===== src/rtl/board_io_wrapper_n.sv =====
// -----------------------------------------------------------------------------
// board_io_wrapper_n
//   Board I/O front end between active-low pins and active-high core logic.
//
//   Input side : each active-low push-button pin goes through a
//                SYNC_STAGES-deep synchroniser and a debounce counter. The
//                debounced level is active-high. One-cycle pressed/released
//                pulses are raised in the same cycle the level changes.
//   Output side: each active-low LED pin is driven from a per-channel PWM
//                comparator. The duty value is shadowed once per PWM period.
//
// Ports
//   clock                 in   system clock; all logic on the rising edge
//   reset_n               in   asynchronous assert, active-low reset
//   push_button_n         in   [NUM_BUTTONS] raw active-low pins (async)
//   push_button           out  [NUM_BUTTONS] debounced level, 1 = pressed
//   push_button_pressed   out  [NUM_BUTTONS] 1-cycle pulse on debounced press
//   push_button_released  out  [NUM_BUTTONS] 1-cycle pulse on debounced release
//   led                   in   [NUM_LEDS] LED enable, 1 = on
//   led_duty              in   [NUM_LEDS*PWM_WIDTH] channel i at
//                              [i*PWM_WIDTH +: PWM_WIDTH]
//   led_n                 out  [NUM_LEDS] active-low LED pins, registered
// -----------------------------------------------------------------------------
module board_io_wrapper_n #(
  parameter int NUM_BUTTONS     = 2,
  parameter int NUM_LEDS        = 3,
  parameter int SYNC_STAGES     = 2,
  parameter int DEBOUNCE_CYCLES = 250000,
  parameter int PWM_WIDTH       = 8
) (
  input  logic                          clock,
  input  logic                          reset_n,
  input  logic [NUM_BUTTONS-1:0]        push_button_n,
  output logic [NUM_BUTTONS-1:0]        push_button,
  output logic [NUM_BUTTONS-1:0]        push_button_pressed,
  output logic [NUM_BUTTONS-1:0]        push_button_released,
  input  logic [NUM_LEDS-1:0]           led,
  input  logic [NUM_LEDS*PWM_WIDTH-1:0] led_duty,
  output logic [NUM_LEDS-1:0]           led_n
);

  localparam int CNT_W = $clog2(DEBOUNCE_CYCLES);
  localparam logic [CNT_W-1:0]     CNT_LAST = CNT_W'(DEBOUNCE_CYCLES - 1);
  localparam logic [PWM_WIDTH-1:0] DUTY_FULL = {PWM_WIDTH{1'b1}};

  // ---------------------------------------------------------------------------
  // Input path
  // ---------------------------------------------------------------------------
  // Bit 0 of each chain is the first flop after the pin.
  // Bit SYNC_STAGES-1 is the metastability-safe output.
  logic [NUM_BUTTONS-1:0][SYNC_STAGES-1:0] r_sync;
  logic [NUM_BUTTONS-1:0][CNT_W-1:0]       r_db_cnt;
  logic [NUM_BUTTONS-1:0]                  r_pb;
  logic [NUM_BUTTONS-1:0]                  r_pressed;
  logic [NUM_BUTTONS-1:0]                  r_released;
  logic [NUM_BUTTONS-1:0]                  w_raw;

  always_comb begin
    w_raw = '0;
    for (int b = 0; b < NUM_BUTTONS; b++) begin
      w_raw[b] = ~r_sync[b][SYNC_STAGES-1];
    end
  end

  // Synchroniser flops reset to 1, which is the released level of the pin.
  // This prevents a pressed pulse from appearing straight out of reset.
  always_ff @(posedge clock or negedge reset_n) begin
    if (!reset_n) begin
      r_sync <= '1;
    end else begin
      for (int b = 0; b < NUM_BUTTONS; b++) begin
        r_sync[b] <= {r_sync[b][SYNC_STAGES-2:0], push_button_n[b]};
      end
    end
  end

  // The counter runs only while the synchronised level differs from the
  // accepted level. Any agreement clears it, so a bounce restarts the count.
  // The counter is cleared on the accepting edge and never passes CNT_LAST,
  // so it cannot wrap.
  always_ff @(posedge clock or negedge reset_n) begin
    if (!reset_n) begin
      r_db_cnt   <= '0;
      r_pb       <= '0;
      r_pressed  <= '0;
      r_released <= '0;
    end else begin
      r_pressed  <= '0;
      r_released <= '0;
      for (int b = 0; b < NUM_BUTTONS; b++) begin
        if (w_raw[b] != r_pb[b]) begin
          if (r_db_cnt[b] == CNT_LAST) begin
            r_pb[b]       <= w_raw[b];
            r_db_cnt[b]   <= '0;
            r_pressed[b]  <= w_raw[b];
            r_released[b] <= ~w_raw[b];
          end else begin
            r_db_cnt[b] <= r_db_cnt[b] + 1'b1;
          end
        end else begin
          r_db_cnt[b] <= '0;
        end
      end
    end
  end

  assign push_button          = r_pb;
  assign push_button_pressed  = r_pressed;
  assign push_button_released = r_released;

  // ---------------------------------------------------------------------------
  // Output path
  // ---------------------------------------------------------------------------
  logic [PWM_WIDTH-1:0]                r_pwm_cnt;
  logic [NUM_LEDS-1:0][PWM_WIDTH-1:0]  r_shadow;
  logic [NUM_LEDS-1:0]                 r_led_n;
  logic [NUM_LEDS-1:0]                 w_on;

  // The free-running counter wraps naturally at 2^PWM_WIDTH.
  // The shadows are the same layout as led_duty, so they load as one vector.
  // Loading only at count 0 means a duty change made mid-period cannot
  // stretch or cut short the pulse that is already running.
  always_ff @(posedge clock or negedge reset_n) begin
    if (!reset_n) begin
      r_pwm_cnt <= '0;
      r_shadow  <= '1;
    end else begin
      r_pwm_cnt <= r_pwm_cnt + 1'b1;
      if (r_pwm_cnt == '0) begin
        r_shadow <= led_duty;
      end
    end
  end

  // An all-ones duty is forced to 100% on. A plain "cnt < duty" compare would
  // leave the LED off for one cycle of every period.
  always_comb begin
    w_on = '0;
    for (int i = 0; i < NUM_LEDS; i++) begin
      w_on[i] = led[i] & ((r_shadow[i] == DUTY_FULL) | (r_pwm_cnt < r_shadow[i]));
    end
  end

  always_ff @(posedge clock or negedge reset_n) begin
    if (!reset_n) begin
      r_led_n <= '1;
    end else begin
      r_led_n <= ~w_on;
    end
  end

  assign led_n = r_led_n;

endmodule


===== config.mk =====
export PLATFORM = sky130hd
export DESIGN_NAME = board_io_wrapper_n
export DESIGN_NICKNAME = d
export VERILOG_FILES = /design/src/rtl/board_io_wrapper_n.sv
export SDC_FILE = /design/constraint.sdc
export NUM_CORES = 1
export LEC_CHECK = 0
export ABC_AREA = 1
export CAP_MARGIN = 20
export CORE_MARGIN = 5
export CORE_UTILIZATION = 42
export DETAILED_ROUTE_END_ITERATION = 10
export GPL_ROUTABILITY_DRIVEN = 0
export PLACE_DENSITY = 0.64
export SETUP_SLACK_MARGIN = 0.5
export SYNTH_ARGS = -nofsm -noshare
export SYNTH_HDL_FRONTEND = slang
export SYNTH_SLANG_ARGS = --single-unit

===== constraint.sdc =====
create_clock -name clock -period 3.8 [get_ports clock]
set_clock_uncertainty 0.05 [all_clocks]
set_input_delay 1.14 -clock clock [delete_from_list [all_inputs] [get_ports clock]]
set_output_delay 1.14 -clock clock [all_outputs]
set_load 0.05 [all_outputs]

# Yosys cells after proc, flatten, opt, wreduce, memory -nomap -nowiden
# Index checks and enable logic that the tools add are counted.
# W data, S select, Z words.
# classes
add_sub_neg,3
order_cmp,3
n_eq_ne,7
muxes,12
bitwise,9
n_reduce_logical,3
# ops
cell,count
$mux W18,4
$add A18 B1 Y18 const B,2
$eq A18 B18 Y1 const B,2
$eq A8 B8 Y1 const B,3
$lt A8 B8 Y1,3
$add A8 B1 Y8 const B,1
$logic_not A8 Y1,1
$mux W1,8
$reduce_and A2 Y1,2
$and A1 B1 Y1,3
$not A3 Y3,1
$or A1 B1 Y1,3
$ne A1 B1 Y1,2
$not A1 Y1,2
# word_totals
regBits,81
out_inout_bits,9
word_cells,50

# Longest topological paths before layout
# Gate-level depths: netlist (run 1).
# depth
word_depth,4
depth_mapped,10
ltp_nobuf,10

# Worst setup path after synthesis (run 1)
# Ideal clock, no wire load.
# synth_timing
kind,reg-to-output
from,register r_led_n[0] (netlist: led_n[0])
to,output led_n[0]
t_arrival_ps,656
required_time_ps,2610
slack_ps,1954
path_stages_with_launch,1
n_path_buf,0
path_cell_list,dfstp_2
# synth_rtl
item,line,source
"start, declared",116,logic [NUM_LEDS-1:0] r_led_n;
"start signal, assigned",148,r_led_n <= ~w_on;
"end, declared",39,output logic [NUM_LEDS-1:0] led_n
# No word-level cell between the ends.

# Worst setup path in the final report (run 1)
# layout_timing
from,register r_led_n[2] (netlist: led_n[2])
to,output led_n[2]
# No word-level cell between the ends.

==> results of run 1 <==
[cells by family (layout without fill, tap and decap cells)]
group | after synthesis | count (layout)
DFF | 81 | 81
adders and majority gates | 25 | 25
and+or+nand+nor | 301 | 301
xor gates and xnor gates | 18 | 18
AOI/OAI and AO/OA | 43 | 43
buffers and inverters | 81 | 132
[layout make-up]
| type | count | area [sq um] | share of cell area [%] |
|---|---|---|---|
| repair buffers | 41 | 423 | 8.09 |
| well taps | 136 | 170 | 3.25 |
| flip-flops and latches | 81 | 2070 | 39.5 |
| clock buffers | 9 | 124 | 2.37 |
| inverters | 75 | 282 | 5.38 |
| multi-input cells | 387 | 2090 | 39.9 |
| clock inverters | 7 | 78.8 | 1.51 |
[synthesized netlist by cell type (2+ instances only)]
| cell | instances |
|---|---|
| nor2_4 | 4 |
| o21ai_1 | 2 |
| nor3_2 | 2 |
| dfrtp_1 | 50 |
| o21ai_0 | 5 |
| nor3_1 | 14 |
| xor2_1 | 12 |
| nand2_1 | 111 |
| xnor2_1 | 6 |
| and2_1 | 4 |
| a21oi_2 | 20 |
| nand3_1 | 31 |
| nor2_1 | 107 |
| nand3_2 | 3 |
| nand4_1 | 6 |
| buf_6 | 2 |
| dfstp_2 | 31 |
| clkbuf_1 | 2 |
| ha_1 | 25 |
| inv_1 | 73 |
| nor4_1 | 3 |
| nor3b_1 | 3 |
| nand2_2 | 4 |
| a21oi_1 | 16 |
| nor2_2 | 8 |
[registers in the layout, summed over array words and instances, names as in the netlist]
name / count
led_n: 3
r_sync: 4
push_button_released: 2
push_button_pressed: 2
r_db_cnt: 36
push_button: 2
r_pwm_cnt: 8
r_shadow: 24
[how the worst min path moves through the flow]
stage	from	end	slack [ns]
6_report	r_sync[2]	r_sync[3]	0.31
2_1_floorplan	r_sync[0]	r_sync[1]	0.30
3_5_place_dp	r_sync[0]	r_sync[1]	0.30
5_1_grt	r_sync[0]	r_sync[1]	0.32
4_1_cts	r_sync[2]	r_sync[3]	0.31
3_3_place_gp	r_sync[0]	r_sync[1]	0.30
[layer usage]
| metal | wire length, um | share of wire [%] | global-route usage [%] |
|---|---|---|---|
| met5 | 0 | 0 | 0 |
| met2 | 4340 | 49 | 24.8 |
| met4 | 144 | 1.6 | 5.61 |
| met1 | 4100 | 46 | 18.6 |
| met3 | 292 | 3.3 | 3.16 |
[power by group through the flow]
stage	registers (mW)	clock network [mW]	logic (mW)
6_report	0.908	0.653	0.130
5_1_grt	0.911	0.716	0.147
4_1_cts	0.908	0.671	0.129
3_5_place_dp	0.924	0	0.129
3_3_place_gp	0.923	0	0.126
2_1_floorplan	0.930	0	0.0542
[worst reg2reg max path, cell delays in order, from the launching register on]
cell and delay (ns):
dfrtp_1 0.40, inv_1 0.14, ha_1 0.17, nand4_1 0.53, buf_4 0.51, nor2_1 0.19, a21oi_2 0.04
[through the flow]
step | area [sq um] | std cells | hold WS [ns] | total power [mW]
3_5_place_dp | 5000 | 719 | 0.298 | 1.05
3_3_place_gp | 5000 | 719 | 0.296 | 1.05
2_1_floorplan | 4480 | 549 | 0.295 | 0.984
6_report | 5230 | 736 | 0.310 | 1.69
5_1_grt | 5230 | 736 | 0.315 | 1.77
4_1_cts | 5200 | 735 | 0.311 | 1.71
==> reports/summary.txt, run 1 <==
Post-Place Worst Slack: 1.31 ns
Sequential area share after synthesis: 46.2%
Crit path capture: led_n[2]
Grt total ovfl: 0
Final hold vios: 0
Critical path depth: 1
Area growth syn-to-layout: 16.8%
Syn nets: 605
Post-synth EDFFs: 0
Most frequent cells in the layout: nand2_1 (111), nor2_1 (107), inv_1 (73)
RR Startpoint: r_pwm_cnt[0]
Synth Area in Compound Gates: 6.49%
Root buf cell: clkbuf_8
HPWL after DPL: 6440 um
CTS Hold Bufs: 0
H-tree levels: 3
First-pass GRT wire length: 15500 um
Core Area: 10400 sq um
Layout Utilization: 50.4%
Peak supply drop: 0.000167 V
Layout cell share with drive strength beyond 1: 15.3%
Critical-path maximum fanout: 1
Die Y-Extent: 113 um
Routed len/inst: 12.1 um
Sw Ratio: 25.3%
CP Cell Sequence: clkdlybuf4s50_1
Final setup fails: 0
Hold-critical path depth: 0
Clk buf depth: 2
Port-buffer cells: 39
ANT nets after route: 0
Sequential share of power: 53.7%
Critical path class: reg -> out
Total track usage: 14.7%
Overall die width: 113 um
Starting density of the core: 43.2%
Yosys cell types: 30
Post-synthesis instance total: 549
Fmax: 348 MHz
Skew-Pair Late Insertion Delay: 0.36 ns
Final net count: 651
R2R cell count: 6
Via count: 3535
Clock slew at reported path FFs: 0.09 ns
Vias in the first global route: 3453
P_leak: 2.41 nW
Worst setup SP type: flop
I/O pin count: 40
PostCTS Resize Cnt: 0
Internal: 1.26 mW
Tmin final: 2.87 ns
Most common cell after layout, fill and taps aside: nand2_1
Status: finished clean
Area share of and/or/nand/nor cells after synthesis: 29.6%
Yosys top cell area share: 28.0%
Max-slew violations: 0
CP top delay family: buffers and inverters
Initial antenna violation count: 0
YS warnings: 0
Fill cells: 1013
Clock power share: 38.6%
Largest family of logic cells by synthesized area: simple AND/OR/NAND/NOR gates
Post-route setup TNS: 0 ns
RSZ-0062 raised after global routing: false
Synthesized area per cell: 8.15 sq um
Setup crit start: led_n[2]
Remaining DRCs: 0
Cells taking the most area after synthesis: dfrtp_1 (28%), dfstp_2 (18%), nand2_1 (9.3%)
Crit path DAT: 1.68 ns
DRT Pass-1 Iters: 4
XOR/XNOR share of the synthesized area: 3.52%
Psw: 0.427 mW
PnR worst setup slack: 0.927 ns
CTS tree: done
Largest stage delay, worst path: 0.79 ns
FP Rows: 37
Power per cell area: 323 nW/um^2
Dominant cell type by area after synthesis: dfrtp_1
FF+latch count, synth: 81
Synth Area in Adders: 6.99%
Total of max-cap violations: 0
Post-synthesis mux area share: 0%
Mapped Area: 4480 sq um
Tcrit/Tclk final: 75.6%
Top FF cell, synth: dfrtp_1
CTS sink count: 81
R2R Setup Slk: 1.67 ns
Worst path slowest cell: clkdlybuf4s50_1
Slew of the pin with the lowest slew margin: 0.672 ns
CP Capture Type: primary output
Combinational share of power: 7.7%
Num CTS Buffers: 9
Worst slew margin: 55.1%
DR iter-0 viols: 106
Req. time, crit path: 2.61 ns
Bufs and invs on worst path: 1
Reg2reg end: r_shadow[7]
Ant diodes: 0
Synth async-reset ratio: 100%
Die Area: 12800 sq um
Pin count of the biggest net entering global routing: 82
Final WL: 8880 um
Hold Path Class: reg -> reg
Postcts setup bufs: 0
Vias/cell: 4.80
Note: power is estimated with default switching activity, not from simulation.
==> inputs of run 2 (changes only) <==
--- a/config.mk
+++ b/config.mk
@@ -11,7 +11,7 @@
 export CORE_UTILIZATION = 42
 export DETAILED_ROUTE_END_ITERATION = 10
 export GPL_ROUTABILITY_DRIVEN = 0
-export PLACE_DENSITY = 0.64
+export PLACE_DENSITY = 0.67
 export SETUP_SLACK_MARGIN = 0.5
 export SYNTH_ARGS = -nofsm -noshare
 export SYNTH_HDL_FRONTEND = slang
==> constraint.sdc (replaced) <==
create_clock -name clock -period 2.5 [get_ports clock]
set_clock_uncertainty 0.05 [all_clocks]
set_input_delay 0.75 -clock clock [delete_from_list [all_inputs] [get_ports clock]]
set_output_delay 0.75 -clock clock [all_outputs]
set_load 0.05 [all_outputs]
==> run 2 against run 1 <==
Design area decreased by 0.17%; wire length up 2.0%; register-to-register slack got worse by 0.77 ns; via count decreased by 1.2%; hold slack got worse by 0.041 ns; sequential share of layout area rose by 0.066 points; critical path depth unchanged; critical path type unchanged; largest cell class unchanged.
==> reports/summary.txt, run 2 (same netlist as run 1, synthesis figures left out) <==
Status: finished clean (unchanged)
Req. time, crit path: 1.70 ns (was 2.61 ns)
Largest stage delay, worst path: 0.52 ns (was 0.79 ns)
Most common cell after layout, fill and taps aside: nand2_1 (unchanged)
Critical path class: reg -> out (unchanged)
Num CTS Buffers: 9 (unchanged)
Core Area: 10400 sq um (unchanged)
Clock slew at reported path FFs: 0.08 ns (was 0.09 ns)
CP Capture Type: primary output (unchanged)
Layout cell share with drive strength beyond 1: 16.9% (was 15.3%)
Area growth syn-to-layout: 16.6% (was 16.8%)
Total of max-cap violations: 0 (unchanged)
Total power: 2.62 mW (was 1.69 mW)
Root buf cell: clkbuf_8 (unchanged)
Worst setup SP type: flop (unchanged)
Power per cell area: 501 nW/um^2 (was 323 nW/um^2)
Vias/cell: 4.73 (was 4.80)
Vias in the first global route: 3499 (was 3453)
CTS Hold Bufs: 0 (unchanged)
CP Cell Sequence: buf_2 (was clkdlybuf4s50_1)
Port-buffer cells: 39 (unchanged)
Final setup fails: 0 (unchanged)
Clk buf depth: 2 (unchanged)
Max reg flops: 36 (unchanged)
Via count: 3494 (was 3535)
Final hold vios: 0 (unchanged)
Slew of the pin with the lowest slew margin: 0.476 ns (was 0.672 ns)
Fill cells: 1034 (was 1013)
RR Startpoint: r_pwm_cnt[1] (was r_pwm_cnt[0])
Hold Path Class: in -> async (was reg -> reg)
Total track usage: 15.3% (was 14.7%)
Reg2reg end: r_shadow[4] (was r_shadow[7])
Initial antenna violation count: 0 (unchanged)
Peak supply drop: 0.000329 V (was 0.000167 V)
R2R cell count: 6 (unchanged)
Routed len/inst: 12.3 um (was 12.1 um)
Reg with most FFs: r_db_cnt (unchanged)
Max-slew violations: 0 (unchanged)
Fmax: 519 MHz
Finished Layout Cells: 738 (was 736)
Remaining DRCs: 0 (unchanged)
Die Area: 12800 sq um (unchanged)
Tmin final: 1.93 ns
Starting density of the core: 43.2% (unchanged)
Critical path depth: 1 (unchanged)
Ant diodes: 0 (unchanged)
CTS tree: done (unchanged)
H-tree levels: 3 (unchanged)
Skew-Pair Late Insertion Delay: 0.36 ns (about the same)
First-pass GRT wire length: 16000 um (was 15500 um)
Bufs and invs on worst path: 1 (unchanged)
R2R Setup Slk: 0.90 ns (was 1.67 ns)
Final WL: 9060 um (was 8880 um)
ANT nets after route: 0 (unchanged)
Tcrit/Tclk final: 77.0%
I/O pin count: 40 (unchanged)
P_leak: 2.43 nW (was 2.41 nW)
Critical-path maximum fanout: 1 (unchanged)
Multi-input logic area: 2090 sq um (unchanged)
Post-route setup TNS: 0 ns (unchanged)
Worst path slowest cell: dfstp_2 (was clkdlybuf4s50_1)
HPWL after DPL: 6810 um (was 6440 um)
CP top delay family: flip-flops (was buffers and inverters)
Most frequent cells in the layout: nand2_1 (111), nor2_1 (107), inv_1 (73) (unchanged)
Fin Hold WS: 0.269 ns (was 0.310 ns)
Register area: 2070 sq um (unchanged)
Pin count of the biggest net entering global routing: 39 (was 82)
RSZ-0062 raised after global routing: false (unchanged)
Dpl cells: 722 (was 719)
Postcts setup bufs: 0 (unchanged)
Worst slew margin: 68.3% (was 55.1%)
Final net count: 653 (was 651)
FP Rows: 37 (unchanged)
Crit path DAT: 1.13 ns (was 1.68 ns)
DR iter-0 viols: 121 (was 106)
Grt total ovfl: 0 (unchanged)
Overall die width: 113 um (unchanged)
DRT Pass-1 Iters: 4 (unchanged)
CTS sink count: 81 (unchanged)
Die Y-Extent: 113 um (unchanged)
Regs by FF count: r_db_cnt (36), r_shadow (24), r_pwm_cnt (8) (unchanged)
-- run 2: metal layers --
layer	up-vias	routed length (um)	global-route usage, %	part of all wire [%]
li1	1820	-	-	-
met1	1620	4110	19.1	45
met2	43	4510	25.9	50
met3	11	319	3.26	3.5
met4	0	123	5.77	1.4
met5	-	0	0	0
-- run 2: area by class of cell --
cell class / instances / share of cell area [%]
multi-input combinational: 387 / 40.0
clock buffer: 10 / 2.44
sequential: 81 / 39.6
inverter: 75 / 5.39
timing repair buffer: 43 / 7.79
clock inverter: 6 / 1.58
tap: 136 / 3.26
-- run 2: worst max path at each step --
stage	from	to	slack, ns
finish	led_n[2]	led_n[2]	0.57
detailed placement	led_n[0]	led_n[0]	0.42
global route	led_n[2]	led_n[2]	0.53
global placement	led_n[2]	led_n[2]	0.41
floorplan	push_button[0]	r_db_cnt[16]	0.98
CTS	led_n[2]	led_n[2]	0.44
-- run 2: through the flow --
stage,cell area (sq um),utilization (%),setup slack (ns)
final,5220,50.3,0.574
after global routing,5220,50.3,0.531
after CTS,5240,50.6,0.439
after detailed placement,5030,48.5,0.415
after global placement,5030,48.5,0.410
after floorplan,4480,-,0.983
-- run 2: report_power, final --
group | internal (mW) | total (mW) | switching, mW
Combinational | 0.0856 | 0.197 | 0.111
Sequential | 1.36 | 1.38 | 0.0169
Clock | 0.558 | 1.04 | 0.483
-- run 2: timing repair --
action / in CTS / in global routing
hold endpoints to repair: 0 / 0
setup endpoints to repair: 8 / 4
gates resized for setup: 25 / 7
pin swaps: 0 / 0
